**src/rtl/if_fetch_if.sv**
```systemverilog
// Fetch-stage bus bundle: instruction-memory port, redirect/stall from
// later stages and the instruction stream handed to IF/ID.
interface if_fetch_if;
  logic        imem_req;
  logic [31:0] imem_addr;
  logic        imem_gnt;
  logic        imem_rvalid;
  logic [31:0] imem_rdata;
  logic        redirect;
  logic [31:0] redirect_pc;
  logic        stall;
  logic [31:0] out_instr;
  logic [31:0] out_pc;
  logic        out_valid;

  modport master (
    output imem_req, imem_addr, out_instr, out_pc, out_valid,
    input  imem_gnt, imem_rvalid, imem_rdata, redirect, redirect_pc, stall
  );

  modport slave (
    input  imem_req, imem_addr, out_instr, out_pc, out_valid,
    output imem_gnt, imem_rvalid, imem_rdata, redirect, redirect_pc, stall
  );
endinterface

```
**src/rtl/if_fetch.sv**
```systemverilog
// Instruction-fetch stage. Issues word fetches on a req/gnt/rvalid port,
// tags returning words with their PC and buffers them in a small prefetch
// FIFO. Credit (in-flight + buffered <= DEPTH) bounds the FIFO. A redirect
// flushes the buffer and marks every outstanding fetch for discard.
module if_fetch #(
  parameter logic [31:0] RESET_PC = 32'h0000_0000,
  parameter int unsigned DEPTH    = 2
) (
  input logic        clk,
  input logic        reset_n,
  if_fetch_if.master bus
);
  localparam int AW = $clog2(DEPTH);
  localparam int CW = AW + 1;
  localparam logic [CW:0] DEPTH_W = (CW+1)'(DEPTH);

  logic [31:0]   fetch_pc_q, fetch_pc_d;
  logic [31:0]   buf_pc_q [DEPTH];
  logic [31:0]   buf_pc_d [DEPTH];
  logic [31:0]   buf_instr_q [DEPTH];
  logic [31:0]   buf_instr_d [DEPTH];
  logic [AW-1:0] buf_wr_q, buf_wr_d, buf_rd_q, buf_rd_d;
  logic [CW-1:0] buf_cnt_q, buf_cnt_d;
  logic [31:0]   pcq_q [DEPTH];
  logic [31:0]   pcq_d [DEPTH];
  logic [AW-1:0] pcq_wr_q, pcq_wr_d, pcq_rd_q, pcq_rd_d;
  logic [CW-1:0] inflight_q, inflight_d;
  logic [CW-1:0] discard_q, discard_d;

  logic [CW:0]   credit_used;
  logic          req, issue, resp, keep, out_valid;

  // Handshake decode: credit check, issue, response classification, output pop.
  always_comb begin
    credit_used = {1'b0, inflight_q} + {1'b0, buf_cnt_q};
    req         = reset_n & ~bus.redirect & (credit_used < DEPTH_W);
    issue       = req & bus.imem_gnt;
    // A response with nothing outstanding is a protocol error and is ignored.
    resp        = bus.imem_rvalid & (inflight_q != '0);
    // The response coinciding with a redirect belongs to the old path.
    keep        = resp & (discard_q == '0) & ~bus.redirect;
    out_valid   = (buf_cnt_q != '0) & ~bus.stall & ~bus.redirect;
  end

  assign bus.imem_req  = req;
  assign bus.imem_addr = reset_n ? fetch_pc_q : 32'h0;
  assign bus.out_valid = out_valid;
  assign bus.out_pc    = out_valid ? buf_pc_q[buf_rd_q]    : 32'h0;
  assign bus.out_instr = out_valid ? buf_instr_q[buf_rd_q] : 32'h0;

  // Next-state for fetch PC, issued-PC queue, counters and prefetch FIFO.
  always_comb begin
    fetch_pc_d  = fetch_pc_q;
    pcq_d       = pcq_q;
    pcq_wr_d    = pcq_wr_q;
    pcq_rd_d    = pcq_rd_q;
    buf_pc_d    = buf_pc_q;
    buf_instr_d = buf_instr_q;
    buf_wr_d    = buf_wr_q;
    buf_rd_d    = buf_rd_q;
    buf_cnt_d   = buf_cnt_q;
    inflight_d  = inflight_q + CW'(issue) - CW'(resp);
    discard_d   = discard_q;

    if (issue) begin
      pcq_d[pcq_wr_q] = fetch_pc_q;
      pcq_wr_d        = pcq_wr_q + 1'b1;
    end
    // Issued PCs stay queued across redirects so dropped words still pop them.
    if (resp) begin
      pcq_rd_d = pcq_rd_q + 1'b1;
    end

    if (bus.redirect) begin
      fetch_pc_d = bus.redirect_pc & 32'hFFFF_FFFC;
      discard_d  = inflight_q - CW'(resp);
      buf_wr_d   = '0;
      buf_rd_d   = '0;
      buf_cnt_d  = '0;
    end else begin
      if (issue) begin
        fetch_pc_d = fetch_pc_q + 32'd4;
      end
      if (resp && (discard_q != '0)) begin
        discard_d = discard_q - 1'b1;
      end
      if (keep) begin
        buf_pc_d[buf_wr_q]    = pcq_q[pcq_rd_q];
        buf_instr_d[buf_wr_q] = bus.imem_rdata;
        buf_wr_d              = buf_wr_q + 1'b1;
      end
      if (out_valid) begin
        buf_rd_d = buf_rd_q + 1'b1;
      end
      buf_cnt_d = buf_cnt_q + CW'(keep) - CW'(out_valid);
    end
  end

  // State registers with asynchronous active-low reset.
  always_ff @(posedge clk or negedge reset_n) begin
    if (!reset_n) begin
      fetch_pc_q <= RESET_PC;
      buf_wr_q   <= '0;
      buf_rd_q   <= '0;
      buf_cnt_q  <= '0;
      pcq_wr_q   <= '0;
      pcq_rd_q   <= '0;
      inflight_q <= '0;
      discard_q  <= '0;
      for (int i = 0; i < DEPTH; i++) begin
        buf_pc_q[i]    <= '0;
        buf_instr_q[i] <= '0;
        pcq_q[i]       <= '0;
      end
    end else begin
      fetch_pc_q  <= fetch_pc_d;
      buf_wr_q    <= buf_wr_d;
      buf_rd_q    <= buf_rd_d;
      buf_cnt_q   <= buf_cnt_d;
      pcq_wr_q    <= pcq_wr_d;
      pcq_rd_q    <= pcq_rd_d;
      inflight_q  <= inflight_d;
      discard_q   <= discard_d;
      buf_pc_q    <= buf_pc_d;
      buf_instr_q <= buf_instr_d;
      pcq_q       <= pcq_d;
    end
  end
endmodule

```
**src/flat_wrapper.sv**
```systemverilog
// flat-port wrapper written by rule: the top's interface ports become plain ports
module if_fetch_flat 
#(
  parameter logic [31:0] RESET_PC = 32'h0000_0000,
  parameter int unsigned DEPTH    = 2
)
  (clk, reset_n, bus_imem_req, bus_imem_addr, bus_out_instr, bus_out_pc, bus_out_valid, bus_imem_gnt, bus_imem_rvalid, bus_imem_rdata, bus_redirect, bus_redirect_pc, bus_stall);
  if_fetch_if bus_i ();
  input logic clk;
  input logic reset_n;
  output wire logic [$bits(bus_i.imem_req)-1:0] bus_imem_req;
  output wire logic [$bits(bus_i.imem_addr)-1:0] bus_imem_addr;
  output wire logic [$bits(bus_i.out_instr)-1:0] bus_out_instr;
  output wire logic [$bits(bus_i.out_pc)-1:0] bus_out_pc;
  output wire logic [$bits(bus_i.out_valid)-1:0] bus_out_valid;
  input wire logic [$bits(bus_i.imem_gnt)-1:0] bus_imem_gnt;
  input wire logic [$bits(bus_i.imem_rvalid)-1:0] bus_imem_rvalid;
  input wire logic [$bits(bus_i.imem_rdata)-1:0] bus_imem_rdata;
  input wire logic [$bits(bus_i.redirect)-1:0] bus_redirect;
  input wire logic [$bits(bus_i.redirect_pc)-1:0] bus_redirect_pc;
  input wire logic [$bits(bus_i.stall)-1:0] bus_stall;
  assign bus_imem_req = bus_i.imem_req;
  assign bus_imem_addr = bus_i.imem_addr;
  assign bus_out_instr = bus_i.out_instr;
  assign bus_out_pc = bus_i.out_pc;
  assign bus_out_valid = bus_i.out_valid;
  assign bus_i.imem_gnt = bus_imem_gnt;
  assign bus_i.imem_rvalid = bus_imem_rvalid;
  assign bus_i.imem_rdata = bus_imem_rdata;
  assign bus_i.redirect = bus_redirect;
  assign bus_i.redirect_pc = bus_redirect_pc;
  assign bus_i.stall = bus_stall;
  if_fetch #(.RESET_PC(RESET_PC), .DEPTH(DEPTH)) u_core (.clk(clk), .reset_n(reset_n), .bus(bus_i));
endmodule
```
**config.mk**
```make
export PLATFORM = sky130hd
export DESIGN_NAME = if_fetch_flat
export DESIGN_NICKNAME = d
export VERILOG_FILES = /design/src/rtl/if_fetch_if.sv /design/src/rtl/if_fetch.sv /design/src/flat_wrapper.sv
export SDC_FILE = /design/constraint.sdc
export NUM_CORES = 1
export LEC_CHECK = 0
export ABC_AREA = 1
export CORE_MARGIN = 4
export CORE_UTILIZATION = 31
export CTS_BUF_LIST = sky130_fd_sc_hd__clkbuf_2 sky130_fd_sc_hd__clkbuf_4 sky130_fd_sc_hd__clkbuf_8
export DETAILED_ROUTE_END_ITERATION = 6
export SYNTH_ARGS = -nofsm -noshare
export SYNTH_HDL_FRONTEND = slang
export SYNTH_SLANG_ARGS = --single-unit
```
**constraint.sdc**
```tcl
create_clock -name clk -period 2.4 [get_ports clk]
set_clock_uncertainty 0.15 [all_clocks]
set_input_delay 0.48 -clock clk [delete_from_list [all_inputs] [get_ports clk]]
set_output_delay 0.48 -clock clk [all_outputs]
set_load 0.03 [all_outputs]
```
# Yosys cells after proc, flatten, opt, wreduce, memory -nomap -nowiden

Index checks and enable logic that the tools add are counted.

Flip-flop bits (word level): 234
Output and inout port bits: 98
Bits in read-only memories: 0
Latch bits: 0
Input bits: 70
RAM bits: 0
Logic and storage cells: 87
Memories: 0

Equality and inequality tests: 0
Order comparisons: 7
Reductions and logical operators: 12
Add/sub/neg operators: 12
Div/mod/pow operators: 0
Multiply operators: 0
Shift operators: 0
Muxes and demuxes: 28
Bitwise operators: 14

Operators by type and width:

| kind                  | count |
|---|---|
| $mux 32               | 16 |
| $bwmux 64             | 3 |
| $demux 32 s1          | 2 |
| $add 32x3->32 const B | 1 |
| $reduce_bool 2->1     | 7 |
| $and 1x1->1           | 8 |
| $ge 2x2->1 const B    | 4 |
| $not 1->2             | 4 |
| $mux 2                | 3 |
| $sub 2x1->2           | 3 |
| $add 1x1->1 const B   | 4 |
| $add 2x1->2           | 2 |
| $lt 2x1->1 const B    | 2 |
| $mux 1                | 4 |
| $add 2x2->3           | 1 |
| $logic_and 1x1->1     | 3 |
| $lt 3x2->1 const B    | 1 |
| $logic_not 2->1       | 1 |
| $not 1->1             | 2 |
| $reduce_and 2->1      | 1 |
| $sub 2x1->2 const B   | 1 |

# Logic depth before layout (Yosys ltp)

Depth after elaboration: 7
Mapped depth: 10
Mapped depth without buffers: 9

# Worst setup path after synthesis

OpenSTA, ideal clock, no wires.

Path kind: input-to-output
Start: in bus_redirect
End: out bus_out_instr[0]
Data required time: 1770 ps
Slack: -254 ps
Path buffers: 2
Cell stages on the path: 5
Data arrival time: 2024 ps
Cells stage by stage: buf_2 -> nor2_1 -> inv_2 -> clkbuf_1 -> a21oi_1

Longest elaborated chain between the ends: 3

Ends and longest elaborated chain:

| what                | RTL line           | text |
|---|---|---|
| start, declared     | flat_wrapper.sv:19 | `input wire logic [$bits(bus_i.redirect)-1:0] bus_redirect;` |
| $not 1->1 (no line) | n/a                |  |
| $and 1x1->1         | if_fetch.sv:42     | `out_valid = (buf_cnt_q != '0) & ~bus.stall & ~bus.redirect;` |
| via bus_out_valid   | flat_wrapper.sv:15 | `output wire logic [$bits(bus_i.out_valid)-1:0] bus_out_valid;` |
| $mux 32             | if_fetch.sv:49     | `assign bus.out_instr = out_valid ? buf_instr_q[buf_rd_q] : 32'h0;` |
| end, declared       | flat_wrapper.sv:13 | `output wire logic [$bits(bus_i.out_instr)-1:0] bus_out_instr;` |

The timed path passes the listed nets, and every way through them passes these cells.

# Worst setup path in the final report

Start: reg u_core.buf_cnt_q[0]
End: out bus_out_instr[16]

Longest elaborated chain between the ends: 4

Ends and longest elaborated chain:

| what                     | RTL line        | text |
|---|---|---|
| start, declared          | if_fetch.sv:23  | `logic [CW-1:0] buf_cnt_q, buf_cnt_d;` |
| start signal, assigned   | if_fetch.sv:119 | `buf_cnt_q <= buf_cnt_d;` |
| $reduce_bool 2->1        | if_fetch.sv:42  |  |
| $and 1x1->1 (2 in a row) | if_fetch.sv:42  |  |
| $mux 32                  | if_fetch.sv:49  |  |

Every way passes these cells.

==> results_dict.tcl <==
set metrics [dict create \
    pin_count 168 \
    p_sw_uw 5410 \
    finalCriticalPeriod_ps 2600 \
    relSlewSlack 0.553 \
    fin_crit_sh 1.08 \
    reg2reg_depth 11 \
    fill_cells 3488 \
    worstPathMaxFanout 9 \
    die_x_um 196 \
    cts-buffers-inserted 40 \
    fin_util 0.431 \
    ys_warn_count 0 \
    setup_tns_ps -9400 \
    setup_viol 63 \
    cap_violations 0 \
    drive_gt1_frac 0.192 \
    cts.clk_slew.worst_paths_ps 60 \
    synth_top_family_by_area "simple AND/OR/NAND/NOR gates" \
    clock_latency_ps 540 \
    stdcell_area_um2 15000 \
    layout_setup_ws_ps -196 \
    drv_slew 0 \
    drt_iter0_drc 674 \
    finalHoldViolCount 0 \
    run_status "finished with violations" \
    die_area_um2 38500 \
    grt_pass1_vias 9383 \
    drt-total-wl_um 33000 \
    grt.overflow.total 0 \
    synthAdderAreaFrac 0.00866 \
    synthFlopType "dfrtp_1" \
    syn2layout_area_growth_pct 36.1 \
    syn_inst 1446 \
    irDropWorstVdd_uv 417 \
    start_util 0.317 \
    drc 0 \
    gp_congestion 0.895 \
    core_area_um2 34700 \
    row_count 68 \
    clock_sinks 224 \
    grt_antenna_before_repair 0 \
    p_sw_frac 0.372 \
    grt_max_degree 125 \
    tightest_slew_ps 671 \
    drt-pass1-iter-count 5 \
    numPortBuffers 161 \
    yosys-mux-area-fraction 0 \
    ys_seq_area_frac 0.510 \
    ff2ff_setup_slack_ps 0 \
    synthTopCellsByArea "dfrtp_1, nand2_1, o21ai_0" \
    synth_commonest_cells "nand2_1, dfrtp_1, o21ai_0, inv_1, a21oi_1" \
    hold_path.class "in2async" \
    vias 9935 \
    synth-xor-area-share 0.00638 \
    synth.largest_area_cell "dfrtp_1" \
    dpl.hpwl_um 21200 \
    diodes 0 \
    clock_path_buffers 3 \
    syn_area_um2 11000 \
    syn_avg_cell_area_um2 7.60 \
    combPwrFrac 0.334 \
    synth_cell_types 31 \
    path_class "reg2out" \
    p_per_area_nw_per_um2 973 \
    cts_tree "built" \
    grt_pass1_wl_um 50000 \
    wl_per_cell_um 15.6 \
    placed_cells 2024 \
    grt.total_usage 0.158 \
    endpoint_kind "output port" \
    synthSimpleGateAreaFrac 0.242 \
    synth_most_common_cell "nand2_1" \
    synth_top_area_frac 0.510 \
    rsz0062_at_grt "yes" \
    postRouteAntennaNets 0 \
    fmax_mhz 385 \
    clockPowerShare 0.237 \
    worst_setup_path_start_kind "register" \
    synth_compound_area_frac 0.138 \
    vias_per_cell 4.70 \
    place_area_um2 13100 \
    ys_ff_latch 224 \
    worstPathRequired_ps 1770 \
    seqPwrFrac 0.429 \
    synth_edf_count 0 \
    p_int_uw 9130 \
    die_height_um 196 \
    violations "setup timing" \
    cts_max_level 2 \
    arrival_ps 1970 \
    leakage_uw 0.00720 \
    root_buffer "clkbuf_8" \
    nets 1717 \
    synthArstFlopShare 1.00 \
    fin_cells 2115 \
]
-- cell type report --
cell class / instances / area (um2) / share of cell area
inverter: 162 / 623 / 0.0417
tap: 455 / 569 / 0.0381
clock inverter: 4 / 25.0 / 0.00167
sequential: 224 / 5610 / 0.375
multi-input combinational: 985 / 4750 / 0.317
timing repair buffer: 227 / 2650 / 0.177
clock buffer: 58 / 736 / 0.0492
-- repair_timing --
action / CTS / global route
setup buffers: 2 / 2
endpoints found under the hold margin: 25 / 0
resized for setup: 110 / 66
pin swaps: 1 / 1
cloned: 2 / 19
setup endpoints to repair: 63 / 125
hold buffers: 4 / 0
-- cells by family (layout without fill, tap and decap cells) --
family,after synthesis,count (layout)
compound gates,285,285
xor+xnor,8,8
fa+ha+maj,7,7
buf+inv,242,451
flops,224,224
other cells,1,4
simple gates,679,681
-- power groups by stage --
stage	Sequential, uW	Combinational (uW)	Clock (uW)
floorplan	6010	2980	0
finish	6240	4850	3450
CTS	6170	4630	3580
detailed placement	6230	4370	0
global placement	6190	4310	0
global route	6430	5510	3750
-- state kept, by name (all words and copies together), names as in the netlist --
register,flops
u_core.buf_cnt_q,2
u_core.buf_instr_q,64
u_core.buf_pc_q,60
u_core.buf_rd_q,1
u_core.buf_wr_q,1
u_core.discard_q,2
u_core.fetch_pc_q,30
u_core.inflight_q,2
u_core.pcq_q,60
u_core.pcq_rd_q,1
u_core.pcq_wr_q,1
-- cells in the final DEF, fill, tap and decap left out, drive strengths merged, types with 3 or more instances in the layout --
cell type,instances
buf,146
clkbuf,69
a21oi,65
xor2,6
nor3,5
ha,6
conb,4
nand3,47
inv,161
clkdlybuf4s50,66
dlygate4sd3,4
clkinv,3
o21ai,211
nand2,574
dfrtp,224
nor2,49
o211ai,7
-- per-layer routing --
metal	GRT usage	share of wire
met5	0	0
met4	0.0375	0.016
met3	0.0369	0.074
met2	0.238	0.45
met1	0.231	0.46
-- worst max-delay path, stage by stage, from the launching register on --
cell and delay [ps]:
dfrtp_1 360, buf_4 120, nor2_1 30, nor2_1 80, inv_1 80, nor2_4 170, inv_8 110, clkbuf_16 190
a21oi_2 140, buf_6 150
-- worst paths after layout --
| path | startpoint | endpoint |
|---|---|---|
| setup / recovery | u_core.buf_cnt_q[0] | bus_out_instr[16] |
| hold / removal | reset_n | u_core.pcq_q[40] |
| max in group asynchronous | reset_n | u_core.fetch_pc_q[3] |
| hold reg to reg | u_core.buf_pc_q[18] | u_core.buf_pc_q[18] |
| min in group clk | reset_n | u_core.pcq_wr_q |
| setup reg to reg | u_core.buf_cnt_q[0] | u_core.pcq_q[51] |
-- stage by stage --
step	hold slack (ps)	setup WS, ps	total power, uW
after floorplan	34.4	-53.3	8990
after global placement	175	-162	10500
after detailed placement	177	-179	10600
after CTS	50.4	-227	14400
after global routing	81.2	-339	15700
final	62.1	-196	14500
Note: power is estimated with default switching activity, not from simulation.
